### config.mk
export PLATFORM = sky130hd
export DESIGN_NAME = dfg_loop_ring
export DESIGN_NICKNAME = d
export VERILOG_FILES = /design/src/rtl/dfg_loop_ring_pkg.sv /design/src/rtl/dfg_loop_ring_cell.sv /design/src/rtl/dfg_loop_ring.sv
export SDC_FILE = /design/constraint.sdc
export NUM_CORES = 1
export LEC_CHECK = 0
export CAP_MARGIN = 10
export CORE_AREA = 3 3 136 138
export DETAILED_ROUTE_END_ITERATION = 16
export DIE_AREA = 0 0 139 141
export GPL_TIMING_DRIVEN = 0
export PLACE_DENSITY = 0.59
export SLEW_MARGIN = 20
export SYNTH_ARGS = -nofsm -noshare
export SYNTH_HDL_FRONTEND = slang
export SYNTH_HIERARCHICAL = 1
export SYNTH_SLANG_ARGS = --single-unit
### constraint.sdc
create_clock -name clk -period 2.2 [get_ports clk]
set_clock_uncertainty 0.15 [all_clocks]
set_input_delay 0.44 -clock clk [delete_from_list [all_inputs] [get_ports clk]]
set_output_delay 0.44 -clock clk [all_outputs]
set_load 0.03 [all_outputs]
### src/rtl/dfg_loop_ring_pkg.sv
// dfg_loop_ring_pkg: shared FSM states, loop-mode constants and the ring loop operator
package dfg_loop_pkg;
  typedef enum logic [1:0] {IDLE, RUN, DONE} state_e;
  localparam int MODE_ADD = 0;
  localparam int MODE_XOR = 1;
  // Operator is evaluated at a fixed wide width; callers truncate to their channel width.
  localparam int MAX_W = 64;
  function automatic logic [MAX_W-1:0] loop_op(input int mode, input logic [MAX_W-1:0] s, input logic [MAX_W-1:0] p);
    return mode == MODE_XOR ? (s ^ p) + MAX_W'(1) : s + p + MAX_W'(1);
  endfunction
endpackage

### src/rtl/dfg_loop_ring_cell.sv
// dfg_loop_cell: one ring channel register, loaded from a seed or advanced by the loop operator
module dfg_loop_cell
  import dfg_loop_pkg::*;
#(
  parameter int WIDTH = 8,
  parameter int MODE  = MODE_ADD
) (
  input  logic             clk,
  input  logic             rst_n,
  input  logic             load_i,
  input  logic             en_i,
  input  logic [WIDTH-1:0] load_val_i,
  input  logic [WIDTH-1:0] pred_i,
  output logic [WIDTH-1:0] q_o
);
  logic [WIDTH-1:0] q_q, q_d;
  // load wins over advance; otherwise hold
  always_comb q_d = load_i ? load_val_i : en_i ? WIDTH'(loop_op(MODE, MAX_W'(q_q), MAX_W'(pred_i))) : q_q;
  // channel register
  always_ff @(posedge clk or negedge rst_n)
    if (!rst_n) q_q <= '0;
    else q_q <= q_d;
  assign q_o = q_q;
endmodule

### src/rtl/dfg_loop_ring.sv
// dfg_loop_ring: ring of registered channels iterated a fixed count, then OR-reduced (optional DFG_LOOP_RING_HOLD_EN adds hold_i)
module dfg_loop_ring
  import dfg_loop_pkg::*;
#(
  parameter int WIDTH    = 8,
  parameter int CHANNELS = 4,
  parameter int ITERS    = 16,
  parameter int MODE     = MODE_ADD
) (
  input  logic                      clk,
  input  logic                      rst_n,
  input  logic                      start_i,
  input  logic [WIDTH-1:0]          seed_i,
`ifdef DFG_LOOP_RING_HOLD_EN
  input  logic                      hold_i,
`endif
  output logic                      busy_o,
  output logic                      done_o,
  output logic [WIDTH-1:0]          result_o,
  output logic [CHANNELS*WIDTH-1:0] chan_o
);
  localparam int CW = $clog2(ITERS + 1);
  state_e           state_q;
  logic [CW-1:0]    cnt_q;
  logic [WIDTH-1:0] result_q, nxt_or;
  logic             busy_q, done_q, load, adv, last;
  logic [WIDTH-1:0] q_w   [CHANNELS];
  logic [WIDTH-1:0] nxt_w [CHANNELS];
  assign load = state_q == IDLE && start_i;
`ifdef DFG_LOOP_RING_HOLD_EN
  assign adv = state_q == RUN && !hold_i;
`else
  assign adv = state_q == RUN;
`endif
  assign last = cnt_q == CW'(ITERS - 1);
  for (genvar c = 0; c < CHANNELS; c++) begin : g_ch
    dfg_loop_cell #(.WIDTH(WIDTH), .MODE(MODE)) u_cell (
      .clk       (clk),
      .rst_n     (rst_n),
      .load_i    (load),
      .en_i      (adv),
      .load_val_i(seed_i + WIDTH'(c)),
      .pred_i    (q_w[(c + CHANNELS - 1) % CHANNELS]),
      .q_o       (q_w[c])
    );
    assign nxt_w[c] = WIDTH'(loop_op(MODE, MAX_W'(q_w[c]), MAX_W'(q_w[(c + CHANNELS - 1) % CHANNELS])));
    assign chan_o[c*WIDTH +: WIDTH] = q_w[c];
  end
  // OR of the values the channels take on the final update, so the result is ready on entry to DONE
  always_comb begin
    nxt_or = '0;
    for (int c = 0; c < CHANNELS; c++) nxt_or = nxt_or | nxt_w[c];
  end
  // control FSM with iteration counter and registered outputs
  always_ff @(posedge clk or negedge rst_n)
    if (!rst_n) begin
      state_q  <= IDLE;
      cnt_q    <= '0;
      result_q <= '0;
      busy_q   <= 1'b0;
      done_q   <= 1'b0;
    end else
      case (state_q)
        IDLE: if (start_i) begin
          state_q <= RUN;
          cnt_q   <= '0;
          busy_q  <= 1'b1;
        end
        RUN: if (adv) begin
          cnt_q <= cnt_q + CW'(1);
          if (last) begin
            state_q  <= DONE;
            result_q <= nxt_or;
            done_q   <= 1'b1;
          end
        end
        DONE: begin
          state_q <= IDLE;
          busy_q  <= 1'b0;
          done_q  <= 1'b0;
        end
        default: state_q <= IDLE;
      endcase
  assign busy_o   = busy_q;
  assign done_o   = done_q;
  assign result_o = result_q;
endmodule
* Word level (Yosys, flattened, before mapping)
Index checks and enable logic that the tools add are counted.
Word-level totals: flip-flop bits (word level) 49, latch bits 0, memory bits (writable) 0, memory bits (read-only) 0, logic and storage cells 57, memories kept 0
Cells by class: add/subtract/negate cells 12, $mul 0, div/mod/pow operators 0, $lt $le $gt $ge 0, eq/ne operators 5, shift-type cells 0, mux-type cells 17, bitwise logic cells 3, reduce and logical (&&, ||, !) cells 11
Operator list (count):
- $mux 8 | 8
- $add 8x1->8 const B | 5
- $add 8x8->8 | 4
- $or 8x8->8 | 3
- $add 8x2->8 const B | 2
- $pmux 5 s2 | 1
- $reduce_and 2->1 | 5
- $reduce_bool 2->1 | 4
- $add 5x1->5 const B | 1
- $eq 5x4->1 const B | 1
- $mux 5 | 1
- $mux 2 | 2
- $ne 2x2->1 const B | 2
- $pmux 1 s2 | 2
- $pmux 2 s2 | 1
- $eq 2x1->1 const B | 1
- $eq 2x2->1 const B | 1
- $logic_not 2->1 | 1
- $mux 1 | 2
- $logic_and 1x1->1 | 1

* Longest topological paths before layout
depth in word-level cells 5, mapped depth 10

* Cells and area by module
Netlist, hierarchy kept.
By module, submodules not included:
- dfg_loop_cell | instances 4, cells an instance 86, area each 726.9 µm², sequential area each 200.2 µm²
- dfg_loop_ring | instances 1, cells an instance 273, area each 2249.7 µm², sequential area each 425.4 µm²

* Worst setup path after synthesis
OpenSTA, ideal clock, no wires.
path type register -> register, start reg g_ch[2].u_cell.q_q[1], end reg result_q[7] (netlist: result_o[7]), setup time 0.138 ns, arrival 2.216 ns, slack -0.303 ns, cell stages (with the launch flop) 9, buffers on the path 0, clock period less this slack 2.503 ns, cell sequence dfrtp_1 > ha_1 > nor2b_4 > o31a_1 > or2_1 > or3_1 > a31oi_1 > xnor2_1 > a41oi_2
On the way: cells in the longest elaborated chain, start to end 4, elaborated cells on any way between the ends 6, classes of those cells add/sub: 4; bitwise: 2
Ends and longest elaborated chain:
- start: declaration | line dfg_loop_ring_cell.sv:16 | logic [WIDTH-1:0] q_q, q_d;
- start signal: assignment | line dfg_loop_ring_cell.sv:22 | else q_q <= q_d;
- $add 8x8->8 | line dfg_loop_ring_pkg.sv:9 | return mode == MODE_XOR ? (s ^ p) + MAX_W'(1) : s + p + MAX_W'(1);
- $add 8x1->8 | line dfg_loop_ring_pkg.sv:9
- $or 8x8->8 | line dfg_loop_ring.sv:52 | for (int c = 0; c < CHANNELS; c++) nxt_or = nxt_or | nxt_w[c];
- $or 8x8->8 * | line dfg_loop_ring.sv:52
- end signal: assignment | line dfg_loop_ring.sv:73 | result_q <= nxt_or;
- end: declaration | line dfg_loop_ring.sv:25 | logic [WIDTH-1:0] result_q, nxt_or;
Mark *: on every way between the ends. The rest lies on a longest branch, timed or not. A chain may end at the register's enable or synchronous reset.

* Worst setup path after layout
Same ends and word-level chain as after synthesis.

==> flow_summary.ini <==
[logic_synthesis]
syn-cell-area_um2 = 5160
synth_ff_type = dfrtp_1
synth_top_area_frac = 0.238
synth_top_cell_by_area = dfrtp_1
syn_area_per_cell_um2 = 8.36
synthArstFlopShare = 1.00
synth_seq_area_share = 0.238
synth_cell_types = 56
synth-edff-count = 0
syn_nets = 698
ys_ff_latch = 49
ys_top_cells_by_area = dfrtp_1 (24%), ha_1 (15%), xnor2_1 (4.1%), a21oi_1 (3.9%), nor2_1 (3.6%)
yosys_warnings = 6
syn-instance-count = 617

[global_routing]
grt_pass1_wl_um = 25200
grt_pass1_vias = 4696
grt_usage = 0.161
grt_max_degree = 50
grt_overflow = 0
antenna_found_initial = 0

[worst_setup_path]
crit_type = flop to flop
critPathMaxFanout = 3
cp_data_arrival_time_ns = 2.43
start_kind = flop
cp-startpoint = g_ch[2].u_cell/q_o[1]$_DFFE_PN0P_
critPathCaptureType = flop
reg2reg_from = g_ch[2].u_cell/q_o[1]$_DFFE_PN0P_
required_ns = 2.23

[floorplan]
ioPinCount = 53
start_util = 0.298
die_area_um2 = 19600
die_h_um = 141
core_area_um2 = 17300
fp.dieW_um = 139
rows = 48

[final_layout]
layout_commonest_cell = nor2_1
most-common-layout-cells = nor2_1 (45), nand2_1 (39), a21oi_1 (36), clkdlybuf4s50_1 (36), ha_1 (34)
layout-drive-gt1-share = 0.278
final_nets = 786
diodes = 0
syn2layout_area_growth_pct = 35.7

[clock_network]
cts_max_level = 2
numCtsBuffers = 5
cts_root_buf = clkbuf_16
cts_tree = built
holdBufCountCts = 0
cts_buffer_depth = 2
cts.sinks = 49
clk_pin_slew_ns = 0.08
clock_latency_ns = 0.31

[detailed_routing]
vias = 4812
dr.pass1.iters = 4
via_per_inst = 5.17
drt-total-wl_um = 16400
routedWlPerCell_um = 17.6
drc_errors = 0
detail_route.iter0.violations = 280
detail-route-antenna-nets = 0

[timing]
rsz0062_at_grt = yes
fin_crit_sh = 1.09
fin_setup_tns_ns = -0.539
timing.final.ws_setup_ns = -0.194
hold_violations = 0
max_freq_mhz = 418
final_max_slew_viol_count = 0
finalSetupViolations = 7
relSlewSlack = 0.532
worst_pin_slew_ns = 0.702
fin_crit_ns = 2.39

[hold_path]
hp-class = primary input to asynchronous set/reset pin

[run_status]
status = complete, but fails checks
violations = setup timing

[placed_design]
port_buffers = 52
hpwl_um = 12000
place_congestion = 0.882

[run]
maxCapViolations = 0
area by class of cell:
type                    instances  area, um^2
clock inverters                 2        15.0
inverters                      52         208
plain buffers                  17        88.8
multi-input cells             498        4230
well taps                     225         282
flip-flops and latches         49        1260
repair buffers                 82         791
clock buffers                   6         129
fillers                      1727       10300
synth_stat cells, types with 5 or more instances:
cell,n
a211oi_1,10
a21oi_1,40
a22oi_1,8
a31oi_1,6
clkbuf_1,13
dfrtp_1,49
fa_1,8
ha_1,62
inv_1,48
mux2_2,8
mux2i_1,10
nand2_1,40
nand2b_1,11
nand3_1,20
nand3b_1,9
nor2_1,49
nor2b_1,27
nor3_1,12
nor3b_1,5
o2111ai_1,5
o211ai_1,8
o21a_1,20
o21ai_0,29
o21ai_1,8
o31a_1,6
or3_1,9
xnor2_1,24
xor2_1,10
flip-flops by register name (all words and copies together) (netlist names):
register         flops
g_ch.u_cell/q_o     32
result_o             8
cnt_q                5
state_q              2
busy_o               1
done_o               1
per-stage QoR:
step                      setup slack, ns  hold WS, ns   util  area, um^2  instances
after floorplan                    -0.186     -0.00559      -        5170        617
after global placement              -1.32        0.312  0.346        5980        894
after detailed placement           -0.507        0.324  0.345        5970        894
after CTS                          -0.193       0.0426  0.377        6520        914
after global routing               -0.268       0.0745  0.405        7000        931
final                              -0.194       0.0257  0.405        7000        931
per-layer routing:
metal  up-vias  global-route usage  part of all wire
li1       2419                   -                 -
met1      2287               0.224              0.48
met2        90               0.265              0.46
met3        16              0.0254             0.040
met4         0              0.0371             0.016
met5         -                   0                 0
path summary, 6_finish.rpt:
kind / end / slack, ns / cells past startpoint
worst max-delay path: result_o[7]$_DFFE_PN0P_ / -0.19 / 8
worst min-delay path: result_o[1]$_DFFE_PN0P_ / 0.03 / 1
worst max register to register: result_o[7]$_DFFE_PN0P_ / -0.19 / 8
worst min register to register: cnt_q[3]$_DFFE_PN0P_ / 0.33 / 1
max in group asynchronous: g_ch[3].u_cell/q_o[0]$_DFFE_PN0P_ / 1.35 / 1
min in group clk: cnt_q[3]$_DFFE_PN0P_ / 0.33 / 1
worst max-delay path, cell delays in order (launching register included):
cell and delay [ns]:
dfrtp_2 0.45, ha_4 0.24, nor2b_4 0.12, o31a_1 0.25, or2_1 0.24, or3_1 0.32
a31oi_2 0.21, xnor2_1 0.16, a41oi_2 0.11
kinds of logic (layout without fill, tap and decap cells):
kind of cell,count (synthesis),in the layout,share of synthesized area
AND/OR/NAND/NOR,204,204,0.210
multiplexers,18,18,0.0369
AO/OA/AOI/OAI,172,172,0.225
flip-flops,49,49,0.238
XOR/XNOR,34,34,0.0577
buffers and inverters,70,159,0.0519
adder cells (fa/ha/maj),70,70,0.181
what timing repair did:
| item | CTS | global route |
|---|---|---|
| setup endpoints to repair | 27 | 33 |
| setup buffers | 13 | 19 |
| gates resized for setup | 73 | 92 |
| pin swaps | 10 | 27 |
Power is not shown: default switching activity piles up to over one toggle a cycle in this logic, so the estimate is an artifact.
